$ cat config.mk
export PLATFORM = sky130hd
export DESIGN_NAME = reorder_buffer_n_flat
export DESIGN_NICKNAME = d
export VERILOG_FILES = /design/src/rtl/ooo_pkg.sv /design/src/rtl/reorder_buffer_n_if.sv /design/src/rtl/rob_commit_select.sv /design/src/rtl/reorder_buffer_n.sv /design/src/flat_wrapper.sv
export SDC_FILE = /design/constraint.sdc
export NUM_CORES = 2
export LEC_CHECK = 0
export CELL_PAD_IN_SITES_DETAIL_PLACEMENT = 0
export CELL_PAD_IN_SITES_GLOBAL_PLACEMENT = 1
export CORE_UTILIZATION = 35
export CTS_CLUSTER_DIAMETER = 80
export DETAILED_ROUTE_END_ITERATION = 12
export PLACE_DENSITY = 0.66
export SYNTH_ARGS = -nofsm -noshare
export SYNTH_HDL_FRONTEND = slang
export SYNTH_SLANG_ARGS = --single-unit
$ cat constraint.sdc
create_clock -name clk -period 10.55 [get_ports clk]
set_input_delay 1.055 -clock clk [delete_from_list [all_inputs] [get_ports clk]]
set_output_delay 1.055 -clock clk [all_outputs]
set_load 0.005 [all_outputs]
$ cat src/rtl/ooo_pkg.sv
`default_nettype none
// ============================================================================
//  Module   : ooo_pkg
//  Purpose  : Shared types and helpers for the out-of-order core: ROB entry
//             layout, index-width helper, default data/register widths.
//  Revision : 1.0  initial release
// ============================================================================
package ooo_pkg;

  localparam int ROB_DATA_W = 16;
  localparam int ROB_REG_W  = 4;

  typedef struct packed {
    logic                  valid;
    logic                  ready;
    logic                  halt;
    logic                  mispred;
    logic [ROB_REG_W-1:0]  rt;
    logic [ROB_DATA_W-1:0] value;
  } rob_entry_t;

  // Index width for a table of 'depth' entries (at least one bit)
  function automatic int idx_w(input int depth);
    return (depth > 1) ? $clog2(depth) : 1;
  endfunction

endpackage
`default_nettype wire

$ cat src/rtl/reorder_buffer_n_if.sv
`default_nettype none
// ============================================================================
//  Module   : reorder_buffer_n_if
//  Purpose  : Allocation, writeback, commit and status bundle of the ROB.
//             master = pipeline side, slave = reorder buffer.
//  Revision : 1.0  initial release
// ============================================================================
interface reorder_buffer_n_if
  import ooo_pkg::*;
#(
  parameter int DEPTH    = 16,
  parameter int ALLOC_W  = 4,
  parameter int COMMIT_W = 4,
  parameter int CDB_W    = 4,
  parameter int DATA_W   = ROB_DATA_W,
  parameter int REG_W    = ROB_REG_W
);
  localparam int IW = idx_w(DEPTH);

  logic [ALLOC_W-1:0]          alloc_valid;
  logic [ALLOC_W*REG_W-1:0]    alloc_rt;
  logic [ALLOC_W-1:0]          alloc_halt;
  logic [ALLOC_W*IW-1:0]       alloc_idx;
  logic [IW:0]                 free_slots;
  logic [CDB_W-1:0]            cdb_valid;
  logic [CDB_W*IW-1:0]         cdb_idx;
  logic [CDB_W*DATA_W-1:0]     cdb_value;
  logic [CDB_W-1:0]            cdb_mispred;
  logic [DEPTH-1:0]            ent_ready;
  logic [DEPTH*DATA_W-1:0]     ent_value;
  logic [COMMIT_W-1:0]         cmt_we;
  logic [COMMIT_W*REG_W-1:0]   cmt_rt;
  logic [COMMIT_W*DATA_W-1:0]  cmt_data;
  logic [COMMIT_W*IW-1:0]      cmt_idx;
  logic                        flush;
  logic [DATA_W-1:0]           redirect_pc;
  logic                        halted;
  logic [IW-1:0]               head;

  modport master (
    output alloc_valid, alloc_rt, alloc_halt,
    output cdb_valid, cdb_idx, cdb_value, cdb_mispred,
    input  alloc_idx, free_slots, ent_ready, ent_value,
    input  cmt_we, cmt_rt, cmt_data, cmt_idx, flush, redirect_pc, halted, head
  );

  modport slave (
    input  alloc_valid, alloc_rt, alloc_halt,
    input  cdb_valid, cdb_idx, cdb_value, cdb_mispred,
    output alloc_idx, free_slots, ent_ready, ent_value,
    output cmt_we, cmt_rt, cmt_data, cmt_idx, flush, redirect_pc, halted, head
  );

endinterface
`default_nettype wire

$ cat src/rtl/rob_commit_select.sv
`default_nettype none
// ============================================================================
//  Module   : rob_commit_select
//  Purpose  : Prefix scan over the COMMIT_W oldest ROB entries. A lane retires
//             only if every older lane retires; a mispredicted branch may
//             retire but closes the scan; a halt at the head blocks all lanes.
//  Revision : 1.0  initial release
// ============================================================================
module rob_commit_select
  import ooo_pkg::*;
#(
  parameter int COMMIT_W = 4,
  parameter int CNT_W    = 5,
  parameter int LANE_W   = 2
) (
  input  logic [COMMIT_W-1:0] valid,
  input  logic [COMMIT_W-1:0] ready,
  input  logic [COMMIT_W-1:0] halt,
  input  logic [COMMIT_W-1:0] mispred,
  output logic [COMMIT_W-1:0] we,
  output logic [CNT_W-1:0]    cnt,
  output logic                flush,
  output logic [LANE_W-1:0]   flush_lane,
  output logic                halt_head
);

  logic scan_open;

  // Walk lanes oldest first; the first ineligible or mispredicted lane ends the run
  always_comb begin
    we         = '0;
    cnt        = '0;
    flush      = 1'b0;
    flush_lane = '0;
    scan_open  = 1'b1;
    for (int k = 0; k < COMMIT_W; k++) begin
      if (scan_open && valid[k] && ready[k] && !halt[k]) begin
        we[k] = 1'b1;
        cnt   = cnt + CNT_W'(1);
        if (mispred[k]) begin
          flush      = 1'b1;
          flush_lane = LANE_W'(k);
          scan_open  = 1'b0;
        end
      end else begin
        scan_open = 1'b0;
      end
    end
    halt_head = valid[0] & halt[0];
  end

endmodule
`default_nettype wire

$ cat src/rtl/reorder_buffer_n.sv
`default_nettype none
// ============================================================================
//  Module   : reorder_buffer_n
//  Purpose  : Parametrised reorder buffer: in-order allocate (ALLOC_W/cycle),
//             CDB writeback (CDB_W lanes), in-order retire (COMMIT_W/cycle),
//             mispredict flush, sticky halt and free-slot reporting.
//  Config   : ROB_CDB_BYPASS_EN - operand view includes same-cycle CDB writes
//  Revision : 1.0  initial release
// ============================================================================
module reorder_buffer_n
  import ooo_pkg::*;
#(
  parameter int DEPTH    = 16,
  parameter int ALLOC_W  = 4,
  parameter int COMMIT_W = 4,
  parameter int CDB_W    = 4,
  parameter int DATA_W   = ROB_DATA_W,
  parameter int REG_W    = ROB_REG_W
) (
  input  logic              clk,
  input  logic              rst_n,
  reorder_buffer_n_if.slave bus
);
  localparam int IW = idx_w(DEPTH);
  localparam int CW = IW + 1;
  localparam int LW = idx_w(COMMIT_W);

  rob_entry_t          ent [DEPTH];
  logic [IW-1:0]       head_ptr;
  logic [IW-1:0]       tail_ptr;
  logic [CW-1:0]       count;
  logic                halt_seen;

  rob_entry_t          win [COMMIT_W];
  logic [COMMIT_W-1:0] win_valid, win_ready, win_halt, win_mispred, cmt_sel;
  logic [CW-1:0]       cmt_cnt, acc_cnt, free_cnt;
  logic [LW-1:0]       flush_lane;
  logic                flush_sel, halt_head, halted_now, wb_en;
  logic [ALLOC_W-1:0]  acc;

  for (genvar k = 0; k < COMMIT_W; k++) begin : g_win
    assign win[k]         = ent[head_ptr + IW'(k)];
    assign win_valid[k]   = win[k].valid;
    assign win_ready[k]   = win[k].ready;
    assign win_halt[k]    = win[k].halt;
    assign win_mispred[k] = win[k].mispred;
  end

  rob_commit_select #(
    .COMMIT_W (COMMIT_W),
    .CNT_W    (CW),
    .LANE_W   (LW)
  ) u_sel (
    .valid      (win_valid),
    .ready      (win_ready),
    .halt       (win_halt),
    .mispred    (win_mispred),
    .we         (cmt_sel),
    .cnt        (cmt_cnt),
    .flush      (flush_sel),
    .flush_lane (flush_lane),
    .halt_head  (halt_head)
  );

  assign free_cnt   = CW'(DEPTH) - count;
  assign halted_now = halt_seen | halt_head;
  // Writebacks are dropped in a flush cycle and once the ROB is frozen
  assign wb_en      = !flush_sel && !halted_now;

  // Accept the leading lanes that fit; anything beyond free space is dropped
  always_comb begin
    acc     = '0;
    acc_cnt = '0;
    for (int i = 0; i < ALLOC_W; i++) begin
      if (bus.alloc_valid[i] && (CW'(i) < free_cnt) && !halted_now) begin
        acc[i]  = 1'b1;
        acc_cnt = acc_cnt + CW'(1);
      end
    end
  end

  // Entry table, pointers and occupancy
  always_ff @(posedge clk) begin
    if (!rst_n) begin
      head_ptr  <= '0;
      tail_ptr  <= '0;
      count     <= '0;
      halt_seen <= 1'b0;
      for (int e = 0; e < DEPTH; e++) ent[e] <= '0;
    end else begin
      halt_seen <= halt_seen | halt_head;
      head_ptr  <= head_ptr + IW'(cmt_cnt);
      if (flush_sel) begin
        for (int e = 0; e < DEPTH; e++) ent[e].valid <= 1'b0;
        tail_ptr <= head_ptr + IW'(cmt_cnt);
        count    <= '0;
      end else begin
        // Highest lane first so the lowest lane's write lands last and wins
        if (wb_en) begin
          for (int l = CDB_W - 1; l >= 0; l--) begin
            if (bus.cdb_valid[l] && ent[bus.cdb_idx[l*IW +: IW]].valid) begin
              ent[bus.cdb_idx[l*IW +: IW]].ready   <= 1'b1;
              ent[bus.cdb_idx[l*IW +: IW]].value   <= bus.cdb_value[l*DATA_W +: DATA_W];
              ent[bus.cdb_idx[l*IW +: IW]].mispred <= bus.cdb_mispred[l];
            end
          end
        end
        for (int i = 0; i < ALLOC_W; i++) begin
          if (acc[i]) begin
            ent[tail_ptr + IW'(i)] <= '{valid: 1'b1, ready: bus.alloc_halt[i],
                                       halt: bus.alloc_halt[i], mispred: 1'b0,
                                       rt: bus.alloc_rt[i*REG_W +: REG_W], value: '0};
          end
        end
        for (int k = 0; k < COMMIT_W; k++) begin
          if (cmt_sel[k]) ent[head_ptr + IW'(k)].valid <= 1'b0;
        end
        tail_ptr <= tail_ptr + IW'(acc_cnt);
        count    <= count + acc_cnt - cmt_cnt;
      end
    end
  end

  // Upstream must honour free_slots and present a thermometer allocate mask
  always_ff @(posedge clk) begin
    if (rst_n && !halted_now) begin
      assert ($countones(bus.alloc_valid) <= int'(free_cnt));
      assert ((bus.alloc_valid & (bus.alloc_valid + ALLOC_W'(1))) == '0);
    end
  end

  // Retire-port drive; idle lanes read as zero
  always_comb begin
    bus.cmt_we   = cmt_sel;
    bus.cmt_rt   = '0;
    bus.cmt_data = '0;
    bus.cmt_idx  = '0;
    for (int k = 0; k < COMMIT_W; k++) begin
      if (cmt_sel[k]) begin
        bus.cmt_rt[k*REG_W +: REG_W]    = win[k].rt;
        bus.cmt_data[k*DATA_W +: DATA_W] = win[k].value;
        bus.cmt_idx[k*IW +: IW]          = head_ptr + IW'(k);
      end
    end
  end

  // Allocation indices and status outputs
  always_comb begin
    bus.alloc_idx = '0;
    for (int i = 0; i < ALLOC_W; i++) bus.alloc_idx[i*IW +: IW] = tail_ptr + IW'(i);
    bus.free_slots  = free_cnt;
    bus.flush       = flush_sel;
    bus.redirect_pc = flush_sel ? win[flush_lane].value : '0;
    bus.halted      = halted_now;
    bus.head        = head_ptr;
  end

  // Operand lookup view, optionally including this cycle's CDB writes
  always_comb begin
    bus.ent_ready = '0;
    bus.ent_value = '0;
    for (int e = 0; e < DEPTH; e++) begin
      logic              rdy;
      logic [DATA_W-1:0] val;
      rdy = ent[e].valid & ent[e].ready;
      val = ent[e].value;
`ifdef ROB_CDB_BYPASS_EN
      for (int l = CDB_W - 1; l >= 0; l--) begin
        if (wb_en && bus.cdb_valid[l] && ent[e].valid && (bus.cdb_idx[l*IW +: IW] == IW'(e))) begin
          rdy = 1'b1;
          val = bus.cdb_value[l*DATA_W +: DATA_W];
        end
      end
`endif
      bus.ent_ready[e]                  = rdy;
      bus.ent_value[e*DATA_W +: DATA_W] = rdy ? val : '0;
    end
  end

endmodule
`default_nettype wire

$ cat src/flat_wrapper.sv
// flat-port wrapper written by rule: the top's interface ports become plain ports
module reorder_buffer_n_flat import ooo_pkg::*;
#(
  parameter int DEPTH    = 16,
  parameter int ALLOC_W  = 4,
  parameter int COMMIT_W = 4,
  parameter int CDB_W    = 4,
  parameter int DATA_W   = ROB_DATA_W,
  parameter int REG_W    = ROB_REG_W
)
  (clk, rst_n, bus_alloc_valid, bus_alloc_rt, bus_alloc_halt, bus_cdb_valid, bus_cdb_idx, bus_cdb_value, bus_cdb_mispred, bus_alloc_idx, bus_free_slots, bus_ent_ready, bus_ent_value, bus_cmt_we, bus_cmt_rt, bus_cmt_data, bus_cmt_idx, bus_flush, bus_redirect_pc, bus_halted, bus_head);
  reorder_buffer_n_if #(.DEPTH(DEPTH), .ALLOC_W(ALLOC_W), .COMMIT_W(COMMIT_W), .CDB_W(CDB_W), .DATA_W(DATA_W), .REG_W(REG_W)) bus_i ();
  input  logic clk;
  input  logic rst_n;
  input wire logic [$bits(bus_i.alloc_valid)-1:0] bus_alloc_valid;
  input wire logic [$bits(bus_i.alloc_rt)-1:0] bus_alloc_rt;
  input wire logic [$bits(bus_i.alloc_halt)-1:0] bus_alloc_halt;
  input wire logic [$bits(bus_i.cdb_valid)-1:0] bus_cdb_valid;
  input wire logic [$bits(bus_i.cdb_idx)-1:0] bus_cdb_idx;
  input wire logic [$bits(bus_i.cdb_value)-1:0] bus_cdb_value;
  input wire logic [$bits(bus_i.cdb_mispred)-1:0] bus_cdb_mispred;
  output wire logic [$bits(bus_i.alloc_idx)-1:0] bus_alloc_idx;
  output wire logic [$bits(bus_i.free_slots)-1:0] bus_free_slots;
  output wire logic [$bits(bus_i.ent_ready)-1:0] bus_ent_ready;
  output wire logic [$bits(bus_i.ent_value)-1:0] bus_ent_value;
  output wire logic [$bits(bus_i.cmt_we)-1:0] bus_cmt_we;
  output wire logic [$bits(bus_i.cmt_rt)-1:0] bus_cmt_rt;
  output wire logic [$bits(bus_i.cmt_data)-1:0] bus_cmt_data;
  output wire logic [$bits(bus_i.cmt_idx)-1:0] bus_cmt_idx;
  output wire logic [$bits(bus_i.flush)-1:0] bus_flush;
  output wire logic [$bits(bus_i.redirect_pc)-1:0] bus_redirect_pc;
  output wire logic [$bits(bus_i.halted)-1:0] bus_halted;
  output wire logic [$bits(bus_i.head)-1:0] bus_head;
  assign bus_i.alloc_valid = bus_alloc_valid;
  assign bus_i.alloc_rt = bus_alloc_rt;
  assign bus_i.alloc_halt = bus_alloc_halt;
  assign bus_i.cdb_valid = bus_cdb_valid;
  assign bus_i.cdb_idx = bus_cdb_idx;
  assign bus_i.cdb_value = bus_cdb_value;
  assign bus_i.cdb_mispred = bus_cdb_mispred;
  assign bus_alloc_idx = bus_i.alloc_idx;
  assign bus_free_slots = bus_i.free_slots;
  assign bus_ent_ready = bus_i.ent_ready;
  assign bus_ent_value = bus_i.ent_value;
  assign bus_cmt_we = bus_i.cmt_we;
  assign bus_cmt_rt = bus_i.cmt_rt;
  assign bus_cmt_data = bus_i.cmt_data;
  assign bus_cmt_idx = bus_i.cmt_idx;
  assign bus_flush = bus_i.flush;
  assign bus_redirect_pc = bus_i.redirect_pc;
  assign bus_halted = bus_i.halted;
  assign bus_head = bus_i.head;
  reorder_buffer_n #(.DEPTH(DEPTH), .ALLOC_W(ALLOC_W), .COMMIT_W(COMMIT_W), .CDB_W(CDB_W), .DATA_W(DATA_W), .REG_W(REG_W)) u_core (.clk(clk), .rst_n(rst_n), .bus(bus_i));
endmodule
; Word level (Yosys, flattened, before mapping)
; Memory sizes are Yosys's and may differ from the RTL's. A register that Yosys moved wholly into a read port is not among the register bits.
; Index checks and enable logic that the tools add are counted.
[word_totals]
ff_bits = 14
ram_bits = 384
input_bits = 114
output_inout_bits = 415
word_cells = 284
n_memories = 1
[op_classes]
addsub = 17
order_cmp = 5
muxes = 178
n_bitwise = 36
n_reduce_logical = 43
[memory_table]
columns = memory, depth, word_bits, rd, rd_ports_with_merged_regs, wr, line
row1 = u_core.ent, 16, 24, 24, 1, 16, reorder_buffer_n.sv:28  ; rob_entry_t ent [DEPTH];
[op_table]
columns = operator, n
row1 = 2-to-1 mux 16 bit, 23
row2 = 2-to-1 mux 24 bit, 12
row3 = OR reduction 24 bit, 12
row4 = 2-to-1 mux 1 bit, 98
row5 = 2-to-1 mux 4 bit, 22
row6 = binary-select mux 24 bit (select 2 bit), 1
row7 = 2-to-1 mux 5 bit, 6
row8 = adder 5 x 1 -> 5 bit (second input constant), 5
row9 = logical AND 1 bit, 24
row10 = 2-to-1 mux 2 bit, 12
row11 = AND 1 bit, 17
row12 = bitwise OR 1 bit, 17
row13 = adder 4 x 2 -> 4 bit (second input constant), 4
row14 = 2-to-1 mux 3 bit, 4
row15 = less-than comparator 1 x 5 -> 1 bit (first input constant), 2
row16 = less-than comparator 2 x 5 -> 1 bit (first input constant), 2
row17 = adder 4 x 1 -> 4 bit (second input constant), 2
row18 = adder 4 bit, 2
row19 = logical NOT 1 bit, 6
row20 = adder 5 bit, 1
row21 = subtractor 5 bit, 1
row22 = subtractor 5 bit (first input constant), 1
row23 = greater-or-equal comparator 3 bit (second input constant), 1
row24 = inverter 2 -> 3 bit, 1
row25 = other kinds (3), 3

; Depth between registers and ports, before layout
[logic_depth]
word_depth = 23
mapped_depth = 31
depth_no_buf = 23

; By module
; From an unflattened synthesis, not the netlist that was laid out.
[unflattened]
hier_cells = 4782
hier_area_um2 = 40827.9
[by_module_without_submodules]
columns = mod, instances, cells_per_inst, area_each_um2, seq_area_each_um2
row1 = reorder_buffer_n, 1, 4743, 40526.4, 8768.4
row2 = rob_commit_select, 1, 39, 301.5, 0.0

; Worst setup path before layout
; No wires, ideal clock.
[synth_path]
path_kind = register to register
start = reg u_core.head_ptr[0] (netlist: u_core.bus.head[0])
end = reg u_core.count[4]
setup_ps = 128
t_arrival_ps = 6065
t_required_ps = 10422
setup_slack_ps = 4358
stages_incl_launch_ff = 31
path_buffers = 9
period_less_slack_ps = 6192
path_cell_list = dfxtp_1 > buf_6 > buf_6 > inv_2 > buf_2 > clkbuf_1 > ha_1 > buf_2 > inv_1 > buf_2 > mux4_2 > a2bb2oi_1 > nand4_1 > nor4_1 > buf_2 > nand2b_1 > clkbuf_1 > clkbuf_1 > ha_1 > xor2_1 > ha_1 > nand2_1 > xor2_1 > and2_1 > fa_1 > inv_1 > ha_1 > a21o_1 > a21oi_1 > xnor2_1 > nor2_1
[synth_via]
elab_chain_len = 15
word_cells_on_any_way = 33
cone_classes = add/sub (6) / mux (13) / reduce/logical (13) / memory (1)
[synth_rtl]
columns = element, line
row1 = start: declaration, reorder_buffer_n.sv:29  ; logic [IW-1:0] head_ptr;
row2 = start signal: assignment, reorder_buffer_n.sv:92  ; head_ptr <= head_ptr + IW'(cmt_cnt);
row3 = adder 4 x 1 -> 4 bit, reorder_buffer_n.sv:42  ; assign win[k] = ent[head_ptr + IW'(k)];
row4 = memory read (16 x 24 bit) *, n/a
row5 = branches (longest 13 deep; another with adder 5 x 1 -> 5 bit), n/a
row6 = end signal: assignment, reorder_buffer_n.sv:119  ; count <= count + acc_cnt - cmt_cnt;
row7 = end: declaration, reorder_buffer_n.sv:31  ; logic [CW-1:0] count;
; Mark *: on every way between the ends.
; A chain may end at the register's enable or synchronous reset.

==> impl_metrics.yaml <==
setup_path:
  worst-r2r-cell-count: 15
  rr_startpoint: "u_core.bus.head[0]$_SDFF_PN0_"
  worst_r2r_endpoint: "u_core.ent[1][6]$_SDFFE_PP0P_"
  setup.worst_path.start: "u_core.bus.head[0]$_SDFF_PN0_"
  timing.critical_path.arrival_ns: 8.79
  worstSetupEndpoint: "u_core.ent[1][6]$_SDFFE_PP0P_"
  timing_worst_setup_path_type: "reg -> reg"
  flop2flop_setup_slack_ns: 2.40
  cp-end-kind: "register"
  worst_ep_required_ns: 11.19
  critPathLaunchType: "register"
  critical_path.max_fanout: 64
routing:
  vias_per_cell: 7.519
  detail_route.drc_violations: 0
  detail_route.wl_per_cell_um: 44.33
  route.met2.wl_mm: 112.2
  drt_iter0_markers: 9446
  met1Wirelength_mm: 113.8
  top_signal_layer_used: "met5"
  route.vias.total: 49880
  detailroute.wirelength.met3_mm: 54.71
  drt_wl_total_mm: 294.1
  postRouteAntennaNets: 0
  firstDrtPassIters: 8
timing:
  drv_slew: 0
  slew_headroom_pct: 8.438
  fmax_ghz: 0.1227
  fin_crit_sh_pct: 77.23
  skew_ns: 0.08496
  fin_setup_tns_ns: 0
  rsz0062_at_grt: "no"
  final-hold-violation-count: 0
  final.min_clock_period_ns: 8.148
  fin_worst_hold_slack_ns: 0.5054
  max_slew.worst_pin.slew_ns: 1.365
  final-setup-viol-count: 0
global_route:
  grt_pass1_wl_mm: 394.5
  grt_use_total_pct: 46.99
  globalRoute.totalOverflow: 0
  grt_max_degree: 159
  antenna_found_initial: 36
  first_global_vias: 44840
placed_design:
  gp_routability_congestion: 1.078
  buffer_ports.inserted: 528
  place_hpwl_mm: 218.5
hold_path:
  hold_path.class: "reg -> reg"
  min_path_cells: 2
synth:
  postSynthCellCount: 4845
  synthesis_warnings: 0
  syn-cell-area_um2: 41630
  postSynthAreaPerCell_um2: 8.592
  synthDistinctLibCells: 106
  synthDominantAreaCellType: "sky130_fd_sc_hd__mux4_2"
  synthMostInstantiatedCell: "sky130_fd_sc_hd__nand2_1"
  synth_top_flop_cell: "sky130_fd_sc_hd__dfxtp_1"
  ys_async_sr_fraction_pct: 0
  syn_nets: 5002
  ys_ff_latch: 398
  synth-edff-count: 80
  synth_common_cells: "sky130_fd_sc_hd__nand2_1, sky130_fd_sc_hd__clkbuf_1, sky130_fd_sc_hd__nor2_1"
  synth.yosys.seq_area_share_pct: 21.06
  synth_top_area_share_pct: 21.53
  synth.area.top_cells: "sky130_fd_sc_hd__mux4_2, sky130_fd_sc_hd__dfxtp_1, sky130_fd_sc_hd__edfxtp_1"
die:
  fp.dieH_um: 346.9
  core_region_area_um2: 117900
  initial_util_pct: 35.30
  dieWidth_um: 346.9
  dieArea_um2: 120300
  rows: 126
  top_level_ports: 529
clock_tree:
  cts.path.max_buffers: 3
  postCtsSetupBuffers: 0
  clk-insertion-delay-late_ns: 0.71
  clkSlewWorstSetupHoldPaths_ns: 0.06
  post_cts.resized_instances: 0
  htree_levels: 2
  cts.sink_count: 398
  cts_inserted_buffers: 52
  tritoncts: "done"
  postCtsHoldBufs: 0
  clock-root-buffer: "sky130_fd_sc_hd__clkbuf_16"
power_and_ir_drop:
  ir_worst_vdd_mv: 0.1305
  power_density_nw_per_um2: 142.5
  leakage_uw: 0.01749
  report.power.total_uw: 7117
finish:
  synthesis_to_layout_area_growth_pct: 20.02
  fin_util_pct: 42.37
  layout-drive-gt1-share_pct: 16.65
  final_nets: 5188
outcome:
  run_status: "completed"
flow_run:
  drv_cap: 0
-- layout by cell type (no fill, tap or decap), types with 114 or more instances in the layout --
master	netlist	routed
sky130_fd_sc_hd__mux4_2	398	398
sky130_fd_sc_hd__clkdlybuf4s50_1	0	527
sky130_fd_sc_hd__a21oi_1	262	262
sky130_fd_sc_hd__nor2_1	407	400
sky130_fd_sc_hd__a221o_1	114	114
sky130_fd_sc_hd__o21ai_0	194	194
sky130_fd_sc_hd__buf_4	18	212
sky130_fd_sc_hd__nand2_1	541	541
sky130_fd_sc_hd__nor3_1	152	147
sky130_fd_sc_hd__dfxtp_1	318	309
sky130_fd_sc_hd__and3_1	321	320
-- layout make-up --
cell class / instances / area, um^2
diodes: 29 / 72.57
clock buffers: 73 / 1509
clock inverters: 19 / 246.5
fillers: 11720 / 67960
inverters: 56 / 210.2
multi-input cells: 3781 / 30320
flip-flops and latches: 398 / 8787
well taps: 1536 / 1922
repair buffers: 742 / 6897
-- worst max-delay path, stage by stage, from the launching register on --
cell	delay (ns)
sky130_fd_sc_hd__dfxtp_4	0.97
sky130_fd_sc_hd__inv_2	0.28
sky130_fd_sc_hd__ha_4	0.69
sky130_fd_sc_hd__inv_1	0.21
sky130_fd_sc_hd__buf_4	0.32
sky130_fd_sc_hd__nor2_1	0.17
sky130_fd_sc_hd__a21oi_1	0.05
sky130_fd_sc_hd__mux4_2	0.50
sky130_fd_sc_hd__o31ai_1	0.49
sky130_fd_sc_hd__and3_4	0.54
sky130_fd_sc_hd__buf_4	0.76
sky130_fd_sc_hd__or3_1	1.04
sky130_fd_sc_hd__nand2_2	0.51
sky130_fd_sc_hd__a311o_1	0.51
sky130_fd_sc_hd__nor2_2	0.66
sky130_fd_sc_hd__a32o_1	0.22
-- routing by layer --
layer	vias up	track usage (%)
met4	8	17.19
met5	-	1.601
met1	24850	62.77
met2	4876	61.93
li1	19340	-
met3	805	26.21
-- worst min path at each step --
| stage | startpoint | to |
|---|---|---|
| global placement | u_core.ent[14][20]$_SDFFE_PP0P_ | u_core.ent[14][20]$_SDFFE_PP0P_ |
| detailed placement | u_core.ent[14][20]$_SDFFE_PP0P_ | u_core.ent[14][20]$_SDFFE_PP0P_ |
| floorplan | u_core.ent[11][20]$_SDFFE_PP0P_ | u_core.ent[11][20]$_SDFFE_PP0P_ |
| CTS | u_core.ent[14][20]$_SDFFE_PP0P_ | u_core.ent[14][20]$_SDFFE_PP0P_ |
| finish | u_core.ent[13][20]$_SDFFE_PP0P_ | u_core.ent[13][20]$_SDFFE_PP0P_ |
| global route | u_core.ent[13][20]$_SDFFE_PP0P_ | u_core.ent[13][20]$_SDFFE_PP0P_ |
-- registers in the layout (all words and copies together) (netlist names) --
register / count
u_core.count: 5
u_core.tail_ptr: 4
u_core.halt_seen: 1
u_core.ent: 384
u_core.bus.head: 4
-- stage by stage --
step,worst slack [ns],cell area (um^2),cells
floorplan,4.358,41630,4845
global placement,2.805,48120,6512
detailed placement,2.719,48120,6512
CTS,2.679,49880,6604
global route,2.088,49900,6611
finish,2.402,49960,6634
-- power breakdown --
part	internal (uW)	switching, uW
registers	1760	557
logic	1020	1890
clock network	1070	812
total	3860	3260
-- cell families (layout without fill, tap and decap cells) --
family | count (synthesis) | after routing | share of synthesized area, %
and+or+nand+nor | 1853 | 1853 | 22.47
AOI/OAI and AO/OA | 1359 | 1359 | 23.72
buffers and inverters | 666 | 890 | 6.676
muxes | 495 | 495 | 23.96
DFF | 398 | 398 | 21.06
adders and majority gates | 43 | 43 | 1.401
xor gates and xnor gates | 29 | 29 | 0.6913
other | 2 | 31 | 0.01804
Note: power is estimated with default switching activity, not from simulation.
